===== config.mk =====
export PLATFORM = sky130hd
export DESIGN_NAME = crypto_job_arbiter_flat
export DESIGN_NICKNAME = d
export VERILOG_FILES = /design/src/rtl/crypto_job_arbiter_if.sv /design/src/rtl/crypto_job_arbiter.sv /design/src/flat_wrapper.sv
export SDC_FILE = /design/constraint.sdc
export NUM_CORES = 1
export LEC_CHECK = 0
export ABC_AREA = 1
export CAP_MARGIN = 10
export CORE_MARGIN = 2
export CORE_UTILIZATION = 30
export DETAILED_ROUTE_END_ITERATION = 16
export SYNTH_ARGS = -nofsm -noshare
export SYNTH_HDL_FRONTEND = slang
export SYNTH_SLANG_ARGS = --single-unit

===== constraint.sdc =====
create_clock -name clk -period 5.6 [get_ports clk]
set_clock_uncertainty 0.15 [all_clocks]
set_input_delay 1.12 -clock clk [delete_from_list [all_inputs] [get_ports clk]]
set_output_delay 1.12 -clock clk [all_outputs]
set_load 0.01 [all_outputs]

===== src/rtl/crypto_job_arbiter_if.sv =====
// Requester, accelerator and responder signals around crypto_job_arbiter.
// The slave modport is the arbiter's view; master is the surrounding system.
interface crypto_job_arbiter_if #(
    parameter int unsigned BLOCK_WIDTH = 32,
    parameter int unsigned NUM_REQ     = 4,
    parameter int unsigned LEN_WIDTH   = 8
);
    logic [NUM_REQ-1:0]             req_valid;
    logic [NUM_REQ*LEN_WIDTH-1:0]   req_len;
    logic [NUM_REQ-1:0]             req_grant;
    logic [NUM_REQ*BLOCK_WIDTH-1:0] req_data;
    logic [NUM_REQ-1:0]             req_data_valid;
    logic [NUM_REQ-1:0]             req_data_ready;
    logic [BLOCK_WIDTH-1:0]         acc_data_in;
    logic                           acc_data_in_valid;
    logic                           acc_data_in_ready;
    logic [BLOCK_WIDTH-1:0]         acc_data_out;
    logic                           acc_data_out_valid;
    logic                           acc_data_out_ready;
    logic [BLOCK_WIDTH-1:0]         rsp_data;
    logic [NUM_REQ-1:0]             rsp_valid;
    logic [NUM_REQ-1:0]             rsp_ready;
    logic                           rsp_last;
    logic                           busy;

    modport slave (
        input  req_valid, req_len, req_data, req_data_valid,
               acc_data_in_ready, acc_data_out, acc_data_out_valid, rsp_ready,
        output req_grant, req_data_ready, acc_data_in, acc_data_in_valid,
               acc_data_out_ready, rsp_data, rsp_valid, rsp_last, busy
    );

    modport master (
        output req_valid, req_len, req_data, req_data_valid,
               acc_data_in_ready, acc_data_out, acc_data_out_valid, rsp_ready,
        input  req_grant, req_data_ready, acc_data_in, acc_data_in_valid,
               acc_data_out_ready, rsp_data, rsp_valid, rsp_last, busy
    );
endinterface


===== src/rtl/crypto_job_arbiter.sv =====
// Round-robin job arbiter sharing one crypto accelerator between NUM_REQ requesters.
// An owner FIFO remembers job order so in-order accelerator output can be routed back.
module crypto_job_arbiter #(
    parameter int unsigned BLOCK_WIDTH = 32,
    parameter int unsigned NUM_REQ     = 4,
    parameter int unsigned LEN_WIDTH   = 8,
    parameter int unsigned JOB_DEPTH   = 4
) (
    input  logic                  clk,
    input  logic                  rst_n,
    crypto_job_arbiter_if.slave   bus
);
    localparam int unsigned IDX_W = $clog2(NUM_REQ);
    localparam int unsigned CNT_W = LEN_WIDTH + 1;
    localparam int unsigned PTR_W = $clog2(JOB_DEPTH);
    localparam int unsigned OCC_W = PTR_W + 1;

    typedef enum logic {IDLE, STREAM} state_e;

    state_e               state_q, state_d;
    logic [IDX_W-1:0]     owner_q, owner_d;
    logic [IDX_W-1:0]     rr_ptr_q, rr_ptr_d;
    logic [CNT_W-1:0]     in_cnt_q, in_cnt_d;
    logic [CNT_W-1:0]     out_cnt_q, out_cnt_d;
    logic [NUM_REQ-1:0]   grant_q, grant_d;
    logic                 busy_q, busy_d;
    logic [PTR_W-1:0]     wr_ptr_q, wr_ptr_d;
    logic [PTR_W-1:0]     rd_ptr_q, rd_ptr_d;
    logic [OCC_W-1:0]     occ_q, occ_d;
    logic [IDX_W-1:0]     fifo_owner_q [JOB_DEPTH];
    logic [IDX_W-1:0]     fifo_owner_d [JOB_DEPTH];
    logic [CNT_W-1:0]     fifo_len_q   [JOB_DEPTH];
    logic [CNT_W-1:0]     fifo_len_d   [JOB_DEPTH];

    int unsigned          cand;
    logic                 sel_found;
    logic [IDX_W-1:0]     sel_idx;
    logic [LEN_WIDTH-1:0] sel_len;
    logic [CNT_W-1:0]     push_len;
    logic                 fifo_full, fifo_ne, accept, in_hs, out_hs, pop;
    logic [IDX_W-1:0]     h_owner;
    logic [PTR_W-1:0]     rd_nxt;

    // First pending requester at or above rr_ptr, wrapping.
    always_comb begin
        sel_found = 1'b0;
        sel_idx   = '0;
        cand      = 0;
        for (int unsigned k = 0; k < NUM_REQ; k++) begin
            cand = 32'(rr_ptr_q) + k;
            if (cand >= NUM_REQ) cand = cand - NUM_REQ;
            if (!sel_found && bus.req_valid[IDX_W'(cand)]) begin
                sel_found = 1'b1;
                sel_idx   = IDX_W'(cand);
            end
        end
        sel_len  = bus.req_len[sel_idx*LEN_WIDTH +: LEN_WIDTH];
        push_len = (sel_len == '0) ? (CNT_W'(1) << LEN_WIDTH) : {1'b0, sel_len};
    end

    assign fifo_full = (occ_q == OCC_W'(JOB_DEPTH));
    assign fifo_ne   = (occ_q != '0);
    assign h_owner   = fifo_owner_q[rd_ptr_q];
    assign rd_nxt    = rd_ptr_q + PTR_W'(1);
    assign accept    = (state_q == IDLE) && sel_found && !fifo_full;
    assign in_hs     = (state_q == STREAM) && bus.req_data_valid[owner_q] && bus.acc_data_in_ready;
    assign out_hs    = fifo_ne && bus.acc_data_out_valid && bus.rsp_ready[h_owner];
    assign pop       = out_hs && (out_cnt_q == CNT_W'(1));

    // Combinational steering of both data directions.
    always_comb begin
        bus.acc_data_in        = '0;
        bus.acc_data_in_valid  = 1'b0;
        bus.req_data_ready     = '0;
        bus.rsp_data           = '0;
        bus.rsp_valid          = '0;
        bus.acc_data_out_ready = 1'b0;
        bus.rsp_last           = 1'b0;
        if (state_q == STREAM) begin
            bus.acc_data_in             = bus.req_data[owner_q*BLOCK_WIDTH +: BLOCK_WIDTH];
            bus.acc_data_in_valid       = bus.req_data_valid[owner_q];
            bus.req_data_ready[owner_q] = bus.acc_data_in_ready;
        end
        if (fifo_ne) begin
            bus.rsp_data           = bus.acc_data_out;
            bus.rsp_valid[h_owner] = bus.acc_data_out_valid;
            bus.acc_data_out_ready = bus.rsp_ready[h_owner];
            bus.rsp_last           = bus.acc_data_out_valid && (out_cnt_q == CNT_W'(1));
        end
    end

    assign bus.req_grant = grant_q;
    assign bus.busy      = busy_q;

    always_comb begin
        state_d      = state_q;
        owner_d      = owner_q;
        rr_ptr_d     = rr_ptr_q;
        in_cnt_d     = in_cnt_q;
        out_cnt_d    = out_cnt_q;
        grant_d      = '0;
        wr_ptr_d     = wr_ptr_q;
        rd_ptr_d     = rd_ptr_q;
        occ_d        = occ_q;
        fifo_owner_d = fifo_owner_q;
        fifo_len_d   = fifo_len_q;

        if (accept) begin
            state_d                = STREAM;
            owner_d                = sel_idx;
            in_cnt_d               = push_len;
            rr_ptr_d               = (sel_idx == IDX_W'(NUM_REQ - 1)) ? '0 : sel_idx + IDX_W'(1);
            grant_d[sel_idx]       = 1'b1;
            fifo_owner_d[wr_ptr_q] = sel_idx;
            fifo_len_d[wr_ptr_q]   = push_len;
            wr_ptr_d               = wr_ptr_q + PTR_W'(1);
        end else if (in_hs) begin
            in_cnt_d = in_cnt_q - CNT_W'(1);
            if (in_cnt_q == CNT_W'(1)) state_d = IDLE;
        end

        if (pop) rd_ptr_d = rd_nxt;
        if (accept && !pop)      occ_d = occ_q + OCC_W'(1);
        else if (!accept && pop) occ_d = occ_q - OCC_W'(1);

        // out_cnt always tracks the remaining blocks of the FIFO head job.
        if (pop) begin
            if (occ_q > OCC_W'(1)) out_cnt_d = fifo_len_q[rd_nxt];
            else if (accept)       out_cnt_d = push_len;
            else                   out_cnt_d = '0;
        end else if (out_hs) begin
            out_cnt_d = out_cnt_q - CNT_W'(1);
        end else if (!fifo_ne && accept) begin
            out_cnt_d = push_len;
        end

        busy_d = (state_d != IDLE) || (occ_d != '0);
    end

    always_ff @(posedge clk or negedge rst_n) begin
        if (!rst_n) begin
            state_q   <= IDLE;
            owner_q   <= '0;
            rr_ptr_q  <= '0;
            in_cnt_q  <= '0;
            out_cnt_q <= '0;
            grant_q   <= '0;
            busy_q    <= 1'b0;
            wr_ptr_q  <= '0;
            rd_ptr_q  <= '0;
            occ_q     <= '0;
            for (int unsigned i = 0; i < JOB_DEPTH; i++) begin
                fifo_owner_q[i] <= '0;
                fifo_len_q[i]   <= '0;
            end
        end else begin
            state_q      <= state_d;
            owner_q      <= owner_d;
            rr_ptr_q     <= rr_ptr_d;
            in_cnt_q     <= in_cnt_d;
            out_cnt_q    <= out_cnt_d;
            grant_q      <= grant_d;
            busy_q       <= busy_d;
            wr_ptr_q     <= wr_ptr_d;
            rd_ptr_q     <= rd_ptr_d;
            occ_q        <= occ_d;
            fifo_owner_q <= fifo_owner_d;
            fifo_len_q   <= fifo_len_d;
        end
    end
endmodule


===== src/flat_wrapper.sv =====
// flat-port wrapper written by rule: the top's interface ports become plain ports
module crypto_job_arbiter_flat 
#(
    parameter int unsigned BLOCK_WIDTH = 32,
    parameter int unsigned NUM_REQ     = 4,
    parameter int unsigned LEN_WIDTH   = 8,
    parameter int unsigned JOB_DEPTH   = 4
)
  (clk, rst_n, bus_req_valid, bus_req_len, bus_req_data, bus_req_data_valid, bus_acc_data_in_ready, bus_acc_data_out, bus_acc_data_out_valid, bus_rsp_ready, bus_req_grant, bus_req_data_ready, bus_acc_data_in, bus_acc_data_in_valid, bus_acc_data_out_ready, bus_rsp_data, bus_rsp_valid, bus_rsp_last, bus_busy);
  crypto_job_arbiter_if #(.BLOCK_WIDTH(BLOCK_WIDTH), .NUM_REQ(NUM_REQ), .LEN_WIDTH(LEN_WIDTH)) bus_i ();
  input  logic clk;
  input  logic rst_n;
  input wire logic [$bits(bus_i.req_valid)-1:0] bus_req_valid;
  input wire logic [$bits(bus_i.req_len)-1:0] bus_req_len;
  input wire logic [$bits(bus_i.req_data)-1:0] bus_req_data;
  input wire logic [$bits(bus_i.req_data_valid)-1:0] bus_req_data_valid;
  input wire logic [$bits(bus_i.acc_data_in_ready)-1:0] bus_acc_data_in_ready;
  input wire logic [$bits(bus_i.acc_data_out)-1:0] bus_acc_data_out;
  input wire logic [$bits(bus_i.acc_data_out_valid)-1:0] bus_acc_data_out_valid;
  input wire logic [$bits(bus_i.rsp_ready)-1:0] bus_rsp_ready;
  output wire logic [$bits(bus_i.req_grant)-1:0] bus_req_grant;
  output wire logic [$bits(bus_i.req_data_ready)-1:0] bus_req_data_ready;
  output wire logic [$bits(bus_i.acc_data_in)-1:0] bus_acc_data_in;
  output wire logic [$bits(bus_i.acc_data_in_valid)-1:0] bus_acc_data_in_valid;
  output wire logic [$bits(bus_i.acc_data_out_ready)-1:0] bus_acc_data_out_ready;
  output wire logic [$bits(bus_i.rsp_data)-1:0] bus_rsp_data;
  output wire logic [$bits(bus_i.rsp_valid)-1:0] bus_rsp_valid;
  output wire logic [$bits(bus_i.rsp_last)-1:0] bus_rsp_last;
  output wire logic [$bits(bus_i.busy)-1:0] bus_busy;
  assign bus_i.req_valid = bus_req_valid;
  assign bus_i.req_len = bus_req_len;
  assign bus_i.req_data = bus_req_data;
  assign bus_i.req_data_valid = bus_req_data_valid;
  assign bus_i.acc_data_in_ready = bus_acc_data_in_ready;
  assign bus_i.acc_data_out = bus_acc_data_out;
  assign bus_i.acc_data_out_valid = bus_acc_data_out_valid;
  assign bus_i.rsp_ready = bus_rsp_ready;
  assign bus_req_grant = bus_i.req_grant;
  assign bus_req_data_ready = bus_i.req_data_ready;
  assign bus_acc_data_in = bus_i.acc_data_in;
  assign bus_acc_data_in_valid = bus_i.acc_data_in_valid;
  assign bus_acc_data_out_ready = bus_i.acc_data_out_ready;
  assign bus_rsp_data = bus_i.rsp_data;
  assign bus_rsp_valid = bus_i.rsp_valid;
  assign bus_rsp_last = bus_i.rsp_last;
  assign bus_busy = bus_i.busy;
  crypto_job_arbiter #(.BLOCK_WIDTH(BLOCK_WIDTH), .NUM_REQ(NUM_REQ), .LEN_WIDTH(LEN_WIDTH), .JOB_DEPTH(JOB_DEPTH)) u_core (.clk(clk), .rst_n(rst_n), .bus(bus_i));
endmodule

After elaboration in Yosys (flattened, before gate mapping)

Index checks and enable logic that the tools add are counted.

Bitwise gates (word level): 6
Reductions and logical operators: 31
Add/sub/neg operators: 14
Multiplexer cells: 64
Eq/ne operators: 4
Magnitude comparators: 19
Shift operators: 2

Operators by type and width:

| kind                                                        | count |
|---|---|
| variable part select 128 x 8 -> 32 bit                      | 1 |
| 2-to-1 mux 9 bit                                            | 11 |
| 2-to-1 mux 32 bit                                           | 2 |
| bitwise mux 36 bit                                          | 1 |
| variable part select 32 x 6 -> 8 bit                        | 1 |
| 2-to-1 mux 2 bit                                            | 12 |
| less-than comparator 2 x 3 -> 1 bit (second input constant) | 7 |
| 2-to-1 mux 1 bit                                            | 19 |
| binary-select mux 9 bit (select 2 bit)                      | 1 |
| demux 9 bit (select 2 bit)                                  | 1 |
| equality test 9 x 1 -> 1 bit (second input constant)        | 2 |
| >= comparator 3 bit (second input constant)                 | 6 |
| logical AND 1 bit                                           | 18 |
| subtractor 9 x 1 -> 9 bit (second input constant)           | 2 |
| binary-select mux 1 bit (select 2 bit)                      | 6 |
| 2-to-1 mux 4 bit                                            | 3 |
| NOT 2 -> 3 bit                                              | 3 |
| nonzero test 3 bit                                          | 3 |
| bitwise AND 4 bit                                           | 2 |
| bitwise mux 8 bit                                           | 1 |
| zero test 8 bit                                             | 1 |
| subtractor 2 x 1 -> 2 bit (second input constant)           | 4 |
| zero test 1 bit                                             | 7 |
| adder 2 x 1 -> 2 bit (second input constant)                | 3 |
| 17 further kinds                                            | 23 |

Output and inout port bits: 80
Word-level logic and storage cells: 158
Flip-flop bits (word level): 79
Bits of input ports: 208

Depth between registers and ports, before layout

Gate-level depths: netlist (run 1).

Depth in word-level cells: 22
Gate-level depth with buffers: 22

Worst setup path before layout (run 1)

OpenSTA, ideal clock, no wires.

Path kind: input -> output
From: input bus_req_data_valid[3]
To: output bus_acc_data_in_valid
Setup slack: 2751 ps
Cell stages on the path: 5
Arrival: 1579 ps
Required time: 4330 ps
Cells stage by stage: nand3_1 > nand2_1 > a221o_1 > inv_1 > nor2_1

Cells in the longest elaborated chain, start to end: 3

RTL lines:

| element                                | line                     | source |
|---|---|---|
| start: declaration                     | flat_wrapper.sv:16       | `input wire logic [$bits(bus_i.req_data_valid)-1:0] bus_req_data_valid;` |
| binary-select mux 1 bit (select 2 bit) | crypto_job_arbiter.sv:81 | `bus.acc_data_in_valid = bus.req_data_valid[owner_q];` |
| 2-to-1 mux 1 bit (not written as such) | crypto_job_arbiter.sv:81 |  |
| 2-to-1 mux 1 bit                       | crypto_job_arbiter.sv:79 | `if (state_q == STREAM) begin` |
| end: declaration                       | flat_wrapper.sv:24       | `output wire logic [$bits(bus_i.acc_data_in_valid)-1:0] bus_acc_data_in_valid;` |

Every way passes these cells. The select of a mux whose other input is x is not followed.

Worst setup path in the final report (run 1)

From: register u_core.rd_ptr_q[0]
To: output bus_acc_data_out_ready

Cells in the longest elaborated chain, start to end: 7

RTL lines:

| element                                              | line                      | source |
|---|---|---|
| start: declaration                                   | crypto_job_arbiter.sv:28  | `logic [PTR_W-1:0] rd_ptr_q, rd_ptr_d;` |
| start signal: assignment                             | crypto_job_arbiter.sv:165 | `rd_ptr_q <= rd_ptr_d;` |
| NOT 2 -> 3 bit (not written as such)                 | crypto_job_arbiter.sv:63  | `assign h_owner = fifo_owner_q[rd_ptr_q];` |
| binary-select mux 2 bit (select 2 bit)               | crypto_job_arbiter.sv:63  |  |
| 2-to-1 mux 2 bit (not written as such) (2 in series) | crypto_job_arbiter.sv:63  |  |
| binary-select mux 1 bit (select 2 bit)               | crypto_job_arbiter.sv:87  | `bus.acc_data_out_ready = bus.rsp_ready[h_owner];` |
| 2-to-1 mux 1 bit (not written as such)               | crypto_job_arbiter.sv:87  |  |
| 2-to-1 mux 1 bit                                     | crypto_job_arbiter.sv:84  | `if (fifo_ne) begin` |
| end: declaration                                     | flat_wrapper.sv:25        | `output wire logic [$bits(bus_i.acc_data_out_ready)-1:0] bus_acc_data_out_ready;` |

Every way passes these cells. The select of a mux whose other input is x is not followed.

==> impl_metrics.json, run 1 <==
{
  "cts_sinks": 79,
  "cts_inserted_buffers": 9,
  "power.leakage_uw": 0.00395,
  "fin_crit_ns": 4.19,
  "grt_remaining_overflow": 0,
  "wl_mm": 23.5,
  "crit_buf_inv": 2,
  "peakVddDrop_v": 0.000226,
  "drive_above_1_share_pct": 5.38,
  "synthTopCellsByArea": "dfrtp_1 33%, nand2_1 13%, nand3_1 9.0%, o21ai_0 5.8%, nor2_1 4.7%",
  "port-buffer-count": 287,
  "start_kind": "flop",
  "reg2reg_to": "u_core.bus.busy$_DFF_PN0_",
  "regToRegSetupSlack_ns": 1.70,
  "first_iter_violations": 304,
  "drc": 0,
  "max_stage_delay_ns": 0.62,
  "synth_seq_area_share_pct": 33.4,
  "syn_area_per_cell_um2": 6.90,
  "synth_edf_count": 0,
  "die_x_um": 145,
  "path_cells": "inv_2 > nand2_1 > a31oi_1 > nand2_1 > o22a_1 > nand2_1 > nor2_1 > clkdlybuf4s50_1",
  "cts_root_buf": "clkbuf_16",
  "yosysTopAreaCell": "dfrtp_1",
  "fin_cells": 1390,
  "grt_max_degree": 73,
  "maxSlewHeadroom_pct": 27.6,
  "cellPowerDensity_mw_per_mm2": 531,
  "cp_slowest_cell": "dfrtp_1",
  "hold_viol_final": 0,
  "yosysWarnings": 0,
  "async_reset_ff_share_pct": 100,
  "cts_htree_levels": 3,
  "hp-class": "reg2reg",
  "vias": 6807,
  "endpoint_kind": "output pin",
  "critical_path_class": "reg2out",
  "final_antenna_net_count": 0,
  "syn_to_final_growth_pct": 56.2,
  "worst_pin_slew_ns": 1.08,
  "placed_area_mm2": 0.00893,
  "yosysMostFrequentCell": "nand2_1",
  "dp_hpwl_mm": 17.9,
  "cts_setup_buffers": 0,
  "setup_tns_ns": 0,
  "synth_cells": 859,
  "grtUsageTotal_pct": 21.3,
  "worst-path-max-fanout": 17,
  "ys_seq_elements": 79,
  "core_area_mm2": 0.0194,
  "status": "finished, final reports clean",
  "netlist.area_leader.share_pct": 33.4,
  "die-area_mm2": 0.0209,
  "synth_fp_nets": 1083,
  "min_from": "u_core.fifo_len_q[10]$_DFFE_PN0P_",
  "clock_path_buffers": 2,
  "placementRows": 51,
  "cpMostUsedCell": "nand2_1",
  "grt_first_pass_wirelength_mm": 34.3,
  "grt_antenna_before_repair": 9,
  "rr_startpoint": "u_core.rd_ptr_q[0]$_DFFE_PN0N_",
  "start_util_pct": 30.5,
  "ioPinCount": 288,
  "slew_viol_final": 0,
  "cts-hold-fix-buffers": 0,
  "cp.required_ns": 4.33,
  "final_nets": 1335,
  "ys_top_cells_by_count": "203 x nand2_1, 106 x nand3_1, 79 x dfrtp_1",
  "period_share_pct": 74.8,
  "clk_pin_slew_ns": 0.06,
  "max_freq_mhz": 239,
  "die_y_um": 145,
  "insertion_delay_ns": 0.34,
  "dp_cells": 1365,
  "postLayoutCellArea_mm2": 0.00926,
  "tritoncts": "built",
  "crit_family": "buffers and inverters",
  "cts-resized-gates": 0,
  "viasPerCell": 4.90,
  "wire_per_inst_um": 16.9,
  "gp_congestion": 0.850,
  "drv_cap": 0,
  "rsz0062_at_grt": "false",
  "synthesis.area_mm2": 0.00593,
  "synthFlopType": "dfrtp_1",
  "rr_worst_depth": 16,
  "grt_pass1_vias": 6377,
  "whs_path_depth": 2,
  "synth_cell_type_count": 44,
  "worstHoldEndpoint": "u_core.fifo_len_q[10]$_DFFE_PN0P_",
  "totalPowerFinal_uw": 4920,
  "worst_ep_arrival_time_ns": 2.92,
  "dr.pass1.iters": 5,
  "finalSetupViolations": 0
}
==> final cells by class <==
class | instances | area (µm²)
fillers | 1971 | 10100
inverters | 83 | 318
well taps | 265 | 332
diodes | 9 | 22.5
flip-flops and latches | 79 | 1980
repair buffers | 294 | 2920
multi-input cells | 644 | 3380
clock buffers | 9 | 225
clock inverters | 7 | 80.1
==> metal layers <==
| layer | GRT usage, % | vias up | routed length (µm) |
|---|---|---|---|
| li1 | - | 3419 | - |
| met1 | 23.8 | 3128 | 9060 |
| met2 | 38.6 | 217 | 12100 |
| met3 | 4.11 | 43 | 1540 |
| met4 | 10.2 | 0 | 740 |
| met5 | 0 | - | 0 |
==> registers in the layout, indices dropped and copies added (netlist names) <==
| register | flops |
|---|---|
| u_core.bus.busy | 1 |
| u_core.bus.req_grant | 4 |
| u_core.fifo_len_q | 36 |
| u_core.fifo_owner_q | 8 |
| u_core.in_cnt_q | 9 |
| u_core.occ_q | 3 |
| u_core.out_cnt_q | 9 |
| u_core.owner_q | 2 |
| u_core.rd_ptr_q | 2 |
| u_core.rr_ptr_q | 2 |
| u_core.state_q | 1 |
| u_core.wr_ptr_q | 2 |
==> layout by cell type, fill, tap and decap left out, types with 3 or more instances in the layout <==
master and instances:
clkdlybuf4s50_1 286, nand2_1 203, nand3_1 106, dfrtp_1 78
nor2_1 72, inv_1 71, o21ai_0 69, a31oi_1 41
a22oi_1 33, ha_1 16, nand2_2 15, nand4_1 15
a21oi_1 12, diode_2 9, clkbuf_16 9, xnor2_1 8
buf_4 8, nor3_1 7, xor2_1 7, inv_2 6
o21bai_1 5, o211ai_1 5, clkinv_1 4, nor2_2 4
a221oi_1 4, nand3_2 3
==> report_power, final <==
group          leakage [µW]  switching, µW  total [µW]  internal, µW
Sequential         0.000986            181         987           806
Combinational       0.00282           2030        3330          1310
Clock              0.000148            247         597           351
==> cell families (layout without fill, tap and decap cells) <==
group	count (synthesis)	after routing	share of synthesized area [%]
and+or+nand+nor	435	435	32.7
AOI/OAI and AO/OA	176	176	18.3
buffers and inverters	136	393	9.73
DFF	79	79	33.4
adders and majority gates	16	16	3.38
xor gates and xnor gates	15	15	2.22
muxes	2	2	0.338
other	0	9	0
==> tightest hold or removal path: cells and delay by family, from the launching register on <==
kind,cells,cell delay (ns)
AOI/OAI and AO/OA,1,0.06
DFF,1,0.34
and+or+nand+nor,1,0.05
==> stage by stage <==
stage,hold WS (ns),setup WS [ns],util (%)
after floorplan,0.302,2.75,-
after global placement,0.316,1.46,46.0
after detailed placement,0.323,1.35,46.0
after CTS,0.337,1.34,47.6
after global routing,0.364,1.17,47.7
final,0.335,1.41,47.7
==> worst max-delay path by stage <==
stage,from,end,cells past startpoint
floorplan,bus_req_data_valid[3],bus_acc_data_in_valid,5
global placement,bus_req_valid[3],u_core.fifo_len_q[30]$_DFFE_PN0P_,13
finish,u_core.rd_ptr_q[0]$_DFFE_PN0N_,bus_acc_data_out_ready,8
detailed placement,bus_req_valid[3],u_core.fifo_len_q[29]$_DFFE_PN0P_,12
global route,u_core.rd_ptr_q[0]$_DFFE_PN0N_,bus_acc_data_out_ready,10
CTS,u_core.rd_ptr_q[0]$_DFFE_PN0N_,bus_acc_data_out_ready,8
Note: power is estimated with default switching activity, not from simulation.
==> run 2: changes to the inputs <==
- clock period: 5.6 -> 3.8 ns (I/O delays scaled with it)
==> run 2 against run 1 <==
Against the previous run: non-clock buffer count rose by 17; critical path depth is 1 lower; core utilization increased by 0.54 points; first-iteration DRC count is 18% higher; global-route usage up 0.68 points; die area stayed put; wire length is 2.1% higher; clock power up 40%; via count rose by 2.0%; final area rose by 1.1%; highest routed layer unchanged; combinational power grew 44%.
==> impl_metrics.json, run 2 (same netlist as run 1, synthesis figures left out) <==
{
  "setup_tns_ns": 0,
  "drv_cap": 0,
  "die_x_um": 145,
  "final_nets": 1352,
  "p_int_uw": 3630,
  "cellPowerDensity_mw_per_mm2": 757,
  "cts_root_buf": "clkbuf_16",
  "path_cells": "inv_1 > ha_1 > nand2_1 > clkinv_1 > buf_4 > nor2_1 > clkdlybuf4s50_1",
  "status": "finished, final reports clean",
  "grt_max_degree": 54,
  "rr_worst_depth": 16,
  "drc": 0,
  "ioPinCount": 288,
  "syn_to_final_growth_pct": 58.0,
  "dr.pass1.iters": 5,
  "fin_crit_ns": 3.49,
  "regToRegSetupSlack_ns": 0.61,
  "p_seq_share_pct": 20.7,
  "largest-register": "u_core.fifo_len_q",
  "cp-startpoint": "u_core.occ_q[0]$_DFF_PN0_",
  "p_sw_uw": 3460,
  "grt_pass1_vias": 6550,
  "cts-hold-fix-buffers": 0,
  "drive_above_1_share_pct": 6.80,
  "grtUsageTotal_pct": 21.9,
  "placementRows": 51,
  "final_cell_mix": "286 x clkdlybuf4s50_1, 203 x nand2_1, 106 x nand3_1",
  "final_antenna_net_count": 0,
  "grt_first_pass_wirelength_mm": 35.2,
  "gp_congestion": 0.888,
  "cts_sinks": 79,
  "viasPerCell": 4.94,
  "first_iter_violations": 358,
  "dp_hpwl_mm": 18.4,
  "cts_setup_buffers": 0,
  "largest_reg_flops": 36,
  "reg_top3": "u_core.fifo_len_q (36), u_core.in_cnt_q (9), u_core.out_cnt_q (9)",
  "grt_antenna_before_repair": 8,
  "cp_slowest_cell": "clkdlybuf4s50_1",
  "cp.required_ns": 2.89,
  "worst_pin_slew_ns": 0.868,
  "peakVddDrop_v": 0.000330,
  "clock_power_share_pct": 11.7,
  "hold_viol_final": 0,
  "combPwrFrac_pct": 67.6,
  "die_y_um": 145,
  "power.leakage_uw": 0.00402,
  "max_stage_delay_ns": 0.55,
  "max_freq_mhz": 287,
  "hp-class": "in2async",
  "vias": 6946,
  "slew_viol_final": 0,
  "wl_mm": 24.0,
  "core_area_mm2": 0.0194,
  "cts_inserted_buffers": 9,
  "clk_pin_slew_ns": 0.06,
  "post-route-util_pct": 48.3,
  "rsz0062_at_grt": "false",
  "netSwitchingFraction_pct": 48.8,
  "worst_ep_arrival_time_ns": 2.58,
  "placed_area_mm2": 0.00905,
  "maxSlewHeadroom_pct": 41.9,
  "port-buffer-count": 287,
  "cts_htree_levels": 3,
  "fillerInstances": 1989,
  "start_kind": "flop",
  "wire_per_inst_um": 17.0,
  "start_util_pct": 30.5,
  "layout_commonest_cell": "clkdlybuf4s50_1",
  "endpoint_kind": "output pin",
  "die-area_mm2": 0.0209,
  "worst-path-max-fanout": 21,
  "clock_path_buffers": 2,
  "cts-resized-gates": 0,
  "reg2reg_to": "u_core.bus.busy$_DFF_PN0_",
  "rr_startpoint": "u_core.rd_ptr_q[0]$_DFFE_PN0N_",
  "finalSetupViolations": 0,
  "period_share_pct": 91.8,
  "postLayoutCellArea_mm2": 0.00936,
  "grt_remaining_overflow": 0,
  "tritoncts": "built",
  "insertion_delay_ns": 0.35,
  "critical_path_class": "reg2out"
}
run 2: power by group through the flow:
stage | registers, µW | clock network, µW | logic [µW]
6_report | 1470 | 833 | 4790
5_1_grt | 1510 | 876 | 5340
4_1_cts | 1460 | 848 | 4820
3_5_place_dp | 1470 | 0 | 4820
3_3_place_gp | 1470 | 0 | 4770
2_1_floorplan | 1380 | 0 | 3090
run 2: area by class of cell:
cell class | count | area (µm²) | share of cell area [%]
Antenna cell | 8 | 20.0 | 0.214
Multi-Input combinational cell | 644 | 3380 | 36.1
Inverter | 83 | 318 | 3.40
Timing Repair Buffer | 311 | 3050 | 32.6
Tap cell | 265 | 332 | 3.54
Clock buffer | 11 | 253 | 2.70
Sequential cell | 79 | 1980 | 21.1
Clock inverter | 5 | 32.5 | 0.348
run 2: worst max path at each step:
stage,to,slack [ns],cells after the start
floorplan,u_core.out_cnt_q[8]$_DFFE_PN0P_,1.32,19
global placement,u_core.out_cnt_q[8]$_DFFE_PN0P_,0.43,21
detailed placement,u_core.out_cnt_q[8]$_DFFE_PN0P_,0.37,21
CTS,bus_rsp_data[21],0.29,7
global route,bus_rsp_data[21],0.13,7
finish,bus_rsp_data[21],0.31,7
run 2: through the flow:
stage	worst slack, ns	total power (µW)	hold WS, ns	std cells
2_1_floorplan	1.32	4470	0.302	859
3_3_place_gp	0.434	6240	0.319	1382
3_5_place_dp	0.366	6290	0.325	1382
4_1_cts	0.291	7130	0.338	1398
5_1_grt	0.132	7730	0.362	1406
6_report	0.313	7090	0.308	1406
run 2: metal layers:
| layer | global-route usage, % | wire length (µm) |
|---|---|---|
| met5 | 0 | 0 |
| met4 | 11.3 | 784 |
| met3 | 3.94 | 1530 |
| met2 | 39.3 | 12300 |
| met1 | 24.9 | 9370 |
run 2: critical path, delay by kind of cell, from the launching register on:
| family | cells | cell delay [ns] |
|---|---|---|
| adder cells (fa/ha/maj) | 1 | 0.22 |
| buffers and inverters | 4 | 1.32 |
| flip-flops | 1 | 0.44 |
| AND/OR/NAND/NOR | 2 | 0.24 |
